## config.mk

```make
export PLATFORM = sky130hd
export DESIGN_NAME = redux_stream
export DESIGN_NICKNAME = d
export VERILOG_FILES = /design/src/rtl/redux_stream.sv
export SDC_FILE = /design/constraint.sdc
export NUM_CORES = 1
export LEC_CHECK = 0
export CAP_MARGIN = 10
export CORE_ASPECT_RATIO = 1.2
export CORE_MARGIN = 1.5
export CORE_UTILIZATION = 40
export DETAILED_ROUTE_END_ITERATION = 8
export PLACE_DENSITY = 0.6
export SYNTH_ARGS = -nofsm -noshare
export SYNTH_HDL_FRONTEND = slang
export SYNTH_SLANG_ARGS = --single-unit
```

## constraint.sdc

```tcl
create_clock -name clk -period 9.1 [get_ports clk]
set_input_delay 1.82 -clock clk [delete_from_list [all_inputs] [get_ports clk]]
set_output_delay 1.82 -clock clk [all_outputs]
set_load 0.01 [all_outputs]
```

## src/rtl/redux_stream.sv

```systemverilog
// Streaming 2x2 image reducer (min/max/avg/decimate) with an internal line buffer.
// Optional `REDUX_FRAME_SYNC_EN adds in_sof framing and a sticky sync_err flag.
module redux_stream #(
    parameter int WIDTH  = 160,
    parameter int HEIGHT = 120,
    parameter int PIX_W  = 8
) (
    input  logic             clk,
    input  logic             rst_n,
    input  logic [1:0]       mode,
    input  logic             in_valid,
    output logic             in_ready,
    input  logic [PIX_W-1:0] in_data,
`ifdef REDUX_FRAME_SYNC_EN
    input  logic             in_sof,
`endif
    output logic             out_valid,
    input  logic             out_ready,
    output logic [PIX_W-1:0] out_data,
    output logic             out_eol,
    output logic             out_eof,
`ifdef REDUX_FRAME_SYNC_EN
    output logic             sync_err,
`endif
    output logic             frame_done
);
    localparam int CW = (WIDTH > 2) ? $clog2(WIDTH) : 1;
    localparam int RW = (HEIGHT > 2) ? $clog2(HEIGHT) : 1;
    localparam int HW = WIDTH / 2;
    localparam int AW = (HW > 1) ? $clog2(HW) : 1;
    localparam int PW = PIX_W + 1;
    localparam int SW = PIX_W + 2;

    localparam logic [1:0] M_MIN = 2'd0;
    localparam logic [1:0] M_MAX = 2'd1;
    localparam logic [1:0] M_AVG = 2'd2;
    localparam logic [1:0] M_DEC = 2'd3;

    logic [CW-1:0]    col_q, col_d, eff_col;
    logic [RW-1:0]    row_q, row_d, eff_row;
    logic [1:0]       mode_q, mode_d;
    logic [PIX_W-1:0] h_q, h_d;
    logic             ov_q, ov_d;
    logic [PIX_W-1:0] od_q, od_d;
    logic             eol_q, eol_d;
    logic             eof_q, eof_d;
    logic [PW-1:0]    lb_q [HW];

    logic             acc, last_col, last_row;
    logic             load, lb_we;
    logic [AW-1:0]    lb_idx;
    logic [PW-1:0]    p, top;
    logic [SW-1:0]    sum;
    logic [PIX_W-1:0] res;

    assign in_ready   = !ov_q || out_ready;
    assign acc        = in_valid && in_ready;
    assign out_valid  = ov_q;
    assign out_data   = od_q;
    assign out_eol    = eol_q;
    assign out_eof    = eof_q;
    assign frame_done = ov_q && out_ready && eof_q;

    // A start-of-frame beat is treated as position (0,0) regardless of the counters.
`ifdef REDUX_FRAME_SYNC_EN
    logic serr_q, serr_d;
    assign eff_col  = in_sof ? '0 : col_q;
    assign eff_row  = in_sof ? '0 : row_q;
    assign serr_d   = serr_q
                    | (acc && in_sof && (col_q != '0 || row_q != '0));
    assign sync_err = serr_q;
`else
    assign eff_col = col_q;
    assign eff_row = row_q;
`endif

    assign last_col = eff_col == CW'(WIDTH - 1);
    assign last_row = eff_row == RW'(HEIGHT - 1);
    assign lb_idx   = AW'(eff_col >> 1);
    assign load     = acc && eff_col[0] && eff_row[0];
    assign lb_we    = acc && eff_col[0] && !eff_row[0];
    assign top      = lb_q[lb_idx];
    assign sum      = SW'(top) + SW'(p) + SW'(2);

    always_comb begin
        col_d  = col_q;
        row_d  = row_q;
        mode_d = mode_q;
        h_d    = h_q;
        if (acc) begin
            col_d = last_col ? '0 : eff_col + CW'(1);
            if (last_col)
                row_d = last_row ? '0 : eff_row + RW'(1);
            else
                row_d = eff_row;
            if (eff_col == '0 && eff_row == '0)
                mode_d = mode;
            if (!eff_col[0])
                h_d = in_data;
        end
    end

    always_comb begin
        p = '0;
        unique case (mode_q)
            M_MIN:   p = {1'b0, (h_q < in_data) ? h_q : in_data};
            M_MAX:   p = {1'b0, (h_q > in_data) ? h_q : in_data};
            M_AVG:   p = {1'b0, h_q} + {1'b0, in_data};
            M_DEC:   p = {1'b0, h_q};
            default: p = '0;
        endcase
    end

    always_comb begin
        res = '0;
        unique case (mode_q)
            M_MIN:   res = PIX_W'((top < p) ? top : p);
            M_MAX:   res = PIX_W'((top > p) ? top : p);
            M_AVG:   res = PIX_W'(sum >> 2);
            M_DEC:   res = PIX_W'(top);
            default: res = '0;
        endcase
    end

    // A fresh result may load in the same cycle the held one is taken.
    always_comb begin
        ov_d  = ov_q;
        od_d  = od_q;
        eol_d = eol_q;
        eof_d = eof_q;
        if (load) begin
            ov_d  = 1'b1;
            od_d  = res;
            eol_d = last_col;
            eof_d = last_col && last_row;
        end else if (out_ready) begin
            ov_d = 1'b0;
        end
    end

    always_ff @(posedge clk or negedge rst_n) begin
        if (!rst_n) begin
            col_q  <= '0;
            row_q  <= '0;
            mode_q <= '0;
            h_q    <= '0;
            ov_q   <= 1'b0;
            od_q   <= '0;
            eol_q  <= 1'b0;
            eof_q  <= 1'b0;
        end else begin
            col_q  <= col_d;
            row_q  <= row_d;
            mode_q <= mode_d;
            h_q    <= h_d;
            ov_q   <= ov_d;
            od_q   <= od_d;
            eol_q  <= eol_d;
            eof_q  <= eof_d;
        end
    end

`ifdef REDUX_FRAME_SYNC_EN
    always_ff @(posedge clk or negedge rst_n) begin
        if (!rst_n)
            serr_q <= 1'b0;
        else
            serr_q <= serr_d;
    end
`endif

    always_ff @(posedge clk) begin
        if (lb_we)
            lb_q[lb_idx] <= p;
    end
endmodule

```

==> results of run 1 <==
## cell usage after synthesis, types with 21 or more instances
cell and n:
a221oi_1 88, mux2_2 70, nand3_1 25, edfxtp_1 720, buf_2 45, clkbuf_1 41, dfrtp_1 36, o21ai_0 83
o211ai_1 21, ha_1 46, inv_1 39, mux2i_1 64, nor2_1 158, a22oi_1 58, mux4_2 28, a21oi_1 95
nand2_1 122
## logic make-up (layout without fill, tap and decap cells)
group	Yosys count	after routing	share of synthesized area [%]
multiplexers	167	167	6.71
adder cells (fa/ha/maj)	48	48	1.94
flip-flops	756	756	71.0
AND/OR/NAND/NOR	401	401	5.72
XOR/XNOR	18	18	0.497
buffers and inverters	166	251	2.80
AO/OA/AOI/OAI	501	501	11.4
## registers in the layout, indices dropped and copies added, names as in the netlist
register	cells
out_eof	1
lb_q	720
eff_row	7
out_data	8
out_eol	1
h_q	8
col_q	8
out_valid	1
mode_q	2
## metal layers
layer / global-route usage, % / vias up
met1: 30.9 / 9950
met3: 3.73 / 217
met4: 11.0 / 2
met2: 37.3 / 1085
li1: - / 8224
met5: 0 / -
## critical path, cell delays in order
cell and delay [ps]:
clkdlybuf4s50_1 730, inv_12 40, ha_4 220, nor2b_1 120, o211ai_1 310, a211oi_2 180, nor2_2 370, nand2_1 100
o221ai_1 310, o21bai_4 410, buf_4 590, ha_1 330, nand2b_1 160, a311oi_1 300, o21ai_0 250, o21ai_0 550
nor2b_1 220, o22a_1 160
## worst max path at each step
stage,cells past startpoint,end,start
floorplan,19,out_data[7],in_data[1]
global placement,18,out_data[1],in_data[1]
detailed placement,18,out_data[0],in_data[1]
CTS,18,out_data[0],in_data[1]
global route,18,out_data[1],in_data[1]
finish,18,out_data[0],in_data[1]
## per-stage QoR
step	power, mW	instance area, µm²
floorplan	8.37	31900
global placement	10.3	33200
detailed placement	10.4	33200
CTS	13.2	35400
global route	13.8	35400
finish	13.3	35400
## cell type report
type / instances / area (µm²) / area share (%)
Tap cell: 1035 / 1290 / 3.66
Sequential cell: 756 / 22500 / 63.6
Multi-Input combinational cell: 1135 / 8530 / 24.1
Clock buffer: 91 / 1990 / 5.62
Clock inverter: 38 / 194 / 0.548
Timing Repair Buffer: 83 / 703 / 1.99
Inverter: 39 / 159 / 0.449
## power by group
| part | switching, mW | leakage (nW) | internal [mW] |
|---|---|---|---|
| clock | 1.30 | 1.07 | 1.55 |
| sequential | 0.191 | 6.95 | 4.79 |
| combinational | 3.79 | 3.38 | 1.66 |
| total | 5.28 | 11.4 | 7.99 |
==> results.toml, run 1 <==
[cells_and_area]
nFillCells = 6905
fin_util_pct = 44.9
mostFrequentLayoutCells = "edfxtp_1 (720), nor2_1 (153), nand2_1 (122), a21oi_1 (92), a221oi_1 (88)"
area_growth_pct = 11.6
nets = 2150
num_antenna_cells = 0
drive_gt1_share_pct = 14.9
final_common_cell = "edfxtp_1"
final_cells = 3177

[placement]
dp_slack_ps = 1840
dp_cells = 3046
hpwl_um = 56600
gp_congestion = 0.902
port_buffers = 26

[route]
met1_length_um = 36300
drc = 0
dr_wl_met3_um = 8320
drtIter0Drc = 2554
wl_per_cell_um = 29.7
vias = 19500
postRouteAntennaNets = 0
drt-total-wl_um = 94200
first_pass_iters = 6
wl_met2_um = 45100
dr.max_layer_used = "met5"
via_per_inst = 6.13

[die]
die_area_um2 = 81100
core_um2 = 78900
start_util_pct = 40.2
pin_count = 27
die_w_um = 260
rows = 113
die_h_um = 312

[yosys]
syn_area_per_cell_um2 = 15.4
synth.largest_area_cell = "edfxtp_1"
seq_area_frac_synth_pct = 71.0
synth_area_leaders = "edfxtp_1 (68%), dfrtp_1 (2.8%), mux2_2 (2.5%)"
ys_seq_elements = 756
synth_edf_count = 720
netlist_instances = 2057
syn_area_um2 = 31700
synth.distinct_cells = 79
yosysWarnings = 0
async_reset_ff_share_pct = 4.76
synth_top_flop_cell = "edfxtp_1"
synth_top_area_share_pct = 68.1
syn_nets = 2119

[timing]
drv_slew = 0
max_freq_mhz = 150
setup_viol = 0
worst_slew_pin_slew_ps = 1270
relSlewSlack_pct = 15.1
whs_ps = 495
fin_ws_ps = 2450
skew_ps = 31.7
rsz0062_at_grt = "no"
hold_violations = 0
post-route-period-util_pct = 73.1
min_period_ps = 6650
finalSetupTns_ps = 0

[cts]
post-cts-setup-buffers = 0
ctsResizeCount = 0
htreeDepth = 3
holdBufCountCts = 0
clk_latency_ps = 640
cts_root_buf = "clkbuf_16"
clkSlewWorstSetupHoldPaths_ps = 60
tritoncts = "built"
cts.sinks = 756
cts_made_buffers = 73
clockBufferDepth = 3

[global_route]
grt_pass1_wl_um = 137000
track_usage_pct = 23.3
antenna_found_initial = 1
grt_start_max_net_pins = 83
first_global_vias = 19200
overflow = 0

[worst_hold_path]
worstHoldEndpoint = "out_eof"
min_from = "out_eof"
whs_path_depth = 2
holdCritPathClass = "register to register"

[setup_path]
start_kind = "input port"
reg2reg_depth = 16
worstReg2RegEnd = "out_data[0]"
reg2reg_from = "col_q[3]"
endpoint_kind = "register"
cp.arrival_ps = 7220
required_ps = 9670
crit_fanout = 50
path_class = "input port to register"
r2r_slack_ps = 2820

[power]
power_density_nw_per_um2 = 375
ir_worst_vdd_mv = 0.268
p_leak_nw = 11.4

[run_status]
status = "finished clean"

[flow_run]
cap_violations = 0
Note: power is estimated with default switching activity, not from simulation.
==> run 2: changes to the inputs <==
--- a/config.mk
+++ b/config.mk
@@ -10,7 +10,7 @@
 export CORE_MARGIN = 1.5
 export CORE_UTILIZATION = 40
 export DETAILED_ROUTE_END_ITERATION = 8
-export PLACE_DENSITY = 0.6
+export PLACE_DENSITY = 0.62
 export SYNTH_ARGS = -nofsm -noshare
 export SYNTH_HDL_FRONTEND = slang
 export SYNTH_SLANG_ARGS = --single-unit
==> constraint.sdc (replaced) <==
create_clock -name clk -period 5.67 [get_ports clk]
set_input_delay 1.134 -clock clk [delete_from_list [all_inputs] [get_ports clk]]
set_output_delay 1.134 -clock clk [all_outputs]
set_load 0.01 [all_outputs]
==> results.toml, run 2 (same netlist as run 1, synthesis figures left out) <==
[timing]
skew_ps = 30.2
post-route-period-util_pct = 98.8
max_freq_mhz = 179
worst_slew_pin_slew_ps = 1190
finalSetupTns_ps = 0
rsz0062_at_grt = "no"
relSlewSlack_pct = 20.4
hold_violations = 0
drv_slew = 0
min_period_ps = 5600
setup_viol = 0

[power]
clockPowerShare_pct = 21.1
power_density_nw_per_um2 = 610
ir_worst_vdd_mv = 0.435
finalPower_mw = 22.2
switchingPower_mw = 8.65
p_comb_share_pct = 42.9
p_leak_nw = 12.0
swShare_pct = 38.9
p_seq_share_pct = 36.0
p_int_mw = 13.6

[die]
core_um2 = 78900
die_area_um2 = 81100
pin_count = 27
rows = 113
die_h_um = 312
die_w_um = 260
start_util_pct = 40.2

[setup_path]
reg2reg_depth = 18
crit_fanout = 21
start_kind = "register"
crit_slowest_cell = "a2111oi_0"
required_ps = 6250
worstReg2RegEnd = "out_data[0]"
crit_path_max_incr_delay_ps = 880
endpoint_kind = "register"
reg2reg_from = "col_q[2]"
r2r_slack_ps = 70
cp.arrival_ps = 6180
path_class = "register to register"
crit_chain = "buf_4 > and3b_1 > a221oi_1 > o21ai_0 > o21ai_0 > a2111oi_0 > buf_4 > a221o_1 > ha_1 > nor2b_1 > o221ai_1 > a311oi_1 > o21ai_0 > buf_4 > o21ai_0 > buf_4 > nor2b_1 > o22a_1"

[route]
drc = 0
postRouteAntennaNets = 0
drt-total-wl_um = 92600
via_per_inst = 6.02
first_pass_iters = 6
vias = 19700
wl_per_cell_um = 28.2
drtIter0Drc = 2082

[placement]
gp_congestion = 0.912
port_buffers = 26
place_area_um2 = 34200
hpwl_um = 58300
dp_cells = 3150

[cells_and_area]
nFillCells = 6804
final_area_um2 = 36400
mostFrequentLayoutCells = "edfxtp_1 (720), nor2_1 (153), buf_4 (142), nand2_1 (122), a21oi_1 (91)"
num_antenna_cells = 0
final_cells = 3277
drive_gt1_share_pct = 19.2
top_register = "lb_q"
final_common_cell = "edfxtp_1"
nets = 2251
largest_reg_flops = 720
area_growth_pct = 14.8

[worst_hold_path]
whs_path_depth = 2
min_from = "out_eol"
worstHoldEndpoint = "out_eol"
holdCritPathClass = "register to register"

[global_route]
grt_start_max_net_pins = 82
overflow = 0
track_usage_pct = 22.9
grt_pass1_wl_um = 135000
first_global_vias = 19500
antenna_found_initial = 2

[flow_run]
cap_violations = 0

[cts]
tritoncts = "built"
clockBufferDepth = 3
cts_made_buffers = 72
clk_latency_ps = 650
htreeDepth = 3
post-cts-setup-buffers = 0
cts_root_buf = "clkbuf_16"
cts.sinks = 756
clkSlewWorstSetupHoldPaths_ps = 60

[run_status]
status = "finished clean"
-- run 2: cell count changes in the layout (fill, tap and decap cells not counted), moves of 4 or more --
cell	change
clkbuf_16	-5
clkinv_1	-10
bufinv_16	+4
buf_12	+16
buf_4	+88
-- run 2: how the worst max path moves through the flow --
stage / endpoint / from / slack (ps) / cells past startpoint
2_1_floorplan: out_data[7] / in_data[1] / -2830 / 19
3_3_place_gp: out_data[7] / in_data[1] / -40 / 20
3_5_place_dp: out_data[0] / in_data[1] / -70 / 20
4_1_cts: out_data[0] / col_q[3] / 150 / 19
5_1_grt: out_data[0] / col_q[3] / 9 / 18
6_report: out_data[0] / col_q[2] / 70 / 18
-- run 2: area by class of cell --
type | count | area, µm² | share of cell area (%)
clock inverter | 38 | 353 | 0.969
clock buffer | 89 | 1890 | 5.18
multi-input combinational | 1135 | 8540 | 23.4
inverter | 39 | 159 | 0.436
tap | 1035 | 1290 | 3.55
timing repair buffer | 185 | 1660 | 4.56
sequential | 756 | 22500 | 61.9
-- run 2: worst max-delay path: cells and delay by family, from the launching register on --
family,cells,cell delay [ps]
adders and majority gates,1,180
buffers and inverters,4,1030
and+or+nand+nor,3,880
DFF,1,730
AOI/OAI and AO/OA,10,2660
-- run 2: routing by layer --
metal	routed length, µm	GRT usage [%]	vias to the layer above
li1	-	-	8432
met1	35400	29.3	10100
met2	45500	38.0	1011
met3	7540	3.86	225
met4	4200	10.1	2
met5	13	0	-
-- run 2: per-stage QoR --
step	utilization, %	hold slack, ps	setup slack (ps)
3_3_place_gp	43.3	477	-41.4
2_1_floorplan	-	461	-2830
4_1_cts	46.2	498	155
6_report	46.2	494	69.8
5_1_grt	46.2	542	8.59
3_5_place_dp	43.3	483	-67.3
-- run 2: power by group through the flow --
stage | combinational, mW | sequential [mW] | clock, mW
floorplan | 5.48 | 7.96 | 0
global placement | 9.31 | 8.10 | 0
detailed placement | 9.45 | 8.11 | 0
CTS | 9.49 | 7.99 | 4.73
global route | 10.1 | 8.02 | 4.91
finish | 9.55 | 8.00 | 4.68
-- run 2: what timing repair did --
| action | CTS | global route |
|---|---|---|
| gates resized for setup | 2 | 2 |
| endpoints found under the hold margin | 0 | 0 |
| endpoints found under the setup margin | 1 | 4 |
| hold buffers | 0 | 0 |
==> edit: new RTL, config.mk and constraints of run 2 <==
Register the input `mode` before use, without a reset. The logic sees it one clock later. The other inputs are not delayed to match.
--- a/src/rtl/redux_stream.sv
+++ b/src/rtl/redux_stream.sv
@@ -37,2 +37,8 @@
     localparam logic [1:0] M_DEC = 2'd3;
+
+    logic [1:0] mode_r;
+
+    always_ff @(posedge clk) begin
+        mode_r <= mode;
+    end
 
@@ -96,3 +102,3 @@
             if (eff_col == '0 && eff_row == '0)
-                mode_d = mode;
+                mode_d = mode_r;
             if (!eff_col[0])
Check against the original RTL: same outputs for any inputs over 4 cycles, from zero or initial values and one cycle with rst_n low; that may be too few to reach the edited logic, so the function may still have changed.
==> edit against run 2 <==
- clock skew grew 0.0074 ns
- utilization up 0.61 points
- critical path depth is the same
- cell area is 1.3% higher
- wire length up 2.0%
- fmax up 2.2%
- sequential cell count grew 2
- total power fell by 4.6%
- synthesized area hardly changed
- sequential share of layout area shrank 0.70 points
- final cell count increased by 1.2%
- worst setup slack improved by 0.12 ns
==> edit: results (changes against run 2) <==
Clocking:
- The post-CTS setup-driven buffer insertion count is 1 (+1).
- The number of clock buffers inserted by TritonCTS is 73 (+1.4%).
- The post-cts gate resize count is 0 (-2).
- The post-cts hold buffer count is 0 (unchanged).

Setup path:
- The critical-path maximum fanout is 18 (-14%).
- The reg-to-reg setup timing slack is 0.19 ns (+0.12 ns).
- The data arrival at the endpoint of the critical path is 5.99 ns (-0.19 ns).
- Among all stages on the critical path, the largest delay is contributed by dfrtp_4.
- The delay of the slowest critical-path stage is 0.65 ns (-0.23 ns).
- The critical path class is reg -> reg.
- The startpoint of the worst-slack reg-to-reg timing path is col_q[3].
- The worst setup path endpoint is out_data[4].

Place:
- The quantity of I/O buffers inserted on ports is 26 (unchanged).
- The post-detailed-placement half-perimeter wirelength is 60,000 um (+2.9%).
- The pre-CTS setup slack is -0.219 ns (-0.152 ns).
- The weighted congestion reported at the end of routability-driven placement was 0.930 (+2.0%).
- The placed standard-cell area is 34,600 sq um (+1.3%).

Finish:
- The number of cells in the finished layout apart from fillers is 3,316 (+1.2%).
- The final instance area is 36,900 sq um (+1.3%).
- The total number of nets in the final design is 2,289 (+1.7%).
- The share of post-route cells with drive strength above 1 came to 20.5% (+1.3 points).
- The layout filler cell count came to 6,726 (-1.1%).

Pwr:
- The leakage power total came to 12.4 nW (+3.1%).
- The combinational group power came to 9.26 mW (-3.0%).
- The sequential fraction of design power is 34.2% (-1.8 points).
- The switching power is 8.07 mW (-6.8%).
- The power per cell area is 574 nW/um^2 (-5.9%).

STA:
- The final critical path time including I/O delays and setup is 5.48 ns (-0.119 ns).
- The final hold slack was 0.476 ns (-0.0179 ns).
- The post-route clock skew is 0.0376 ns (+0.00741 ns).

Global routing:
- The total routing resource utilization after global routing came to 23.2% (+0.37 points).
- The maximum number of pins on one net before global-route repair is 82 (unchanged).
- The global-route wire length before repair is 137,000 um (+1.7%).
- The number of antenna violations at the first check in global routing is 1 (-1).

Yosys:
- The async set-reset flop share out of synthesis is 4.75% (-0.013 points).
- The adder-cell share of the synthesized area was 1.94% (about the same).
- The mux cell area share after synthesis came to 7.51% (+0.79 points).
- The post-synth net total is 2,093 (-1.2%).
- After synthesis, the cell types taking the most area are edfxtp_1 68%, mux4_2 2.9%, dfrtp_1 2.8%.
- The number of cells produced by synthesis came to 2,031 (-1.3%).
- The fraction of synthesized cell area in xor and xnor cells is 0.441% (-0.056 points).
- The number of distinct library cells after synthesis is 84 (+6.3%).
- The portion of the post-synthesis area used by sequential elements came to 71.0% (+0.076 points).
- By count the netlist is led by 720 x edfxtp_1, 139 x nor2_1, 127 x nand2_1, 80 x o21ai_0, 76 x a21oi_1.
- The compound-cell area share of the yosys netlist is 11.0% (-0.38 points).
- The number of warnings issued by yosys was 0 (unchanged).

Detailed routing:
- The routed wire length came to 94,400 um (+2.0%).
- The count of vias placed by the detailed router is 20,000 (+1.3%).
- The number of design-rule violations left by the first detailed-router iteration was 1,974 (-5.2%).

Status:
- The flow ran to the end, and the final reports show no timing, DRC or antenna violations.

Min path:
- The startpoint of the worst hold path is mode_r[0].
- The destination of the worst hold path is mode_q[0].
[edit: changes by cell type in the layout (fill, tap and decap cells not counted), sizes merged, moves of 12 or more]
cell / delta
o211ai: -13
buf: +55
nor2: -21
a221oi: -17
a21oi: -20
mux4: +14
o2bb2ai: +12
[edit: routing by layer]
metal	vias up	GRT usage, %	share of wire [%]
met4	2	11.3	5.0
met5	-	0	0.014
met2	1068	38.6	49
li1	8505	-	-
met1	10200	29.4	38
met3	218	3.81	8.2
[edit: area by class of cell]
| type | count | area share [%] |
|---|---|---|
| sequential | 758 | 61.2 |
| multi-input combinational | 1114 | 23.3 |
| timing repair buffer | 240 | 5.48 |
| clock buffer | 88 | 5.27 |
| tap | 1035 | 3.51 |
| clock inverter | 41 | 0.847 |
| inverter | 40 | 0.417 |
[edit: worst reg2reg max path: cells and delay by family (launching register included)]
kind,cells,cell delay [ns]
buf+inv,3,0.61
flops,1,0.65
fa+ha+maj,2,0.70
compound gates,11,2.43
simple gates,2,0.95
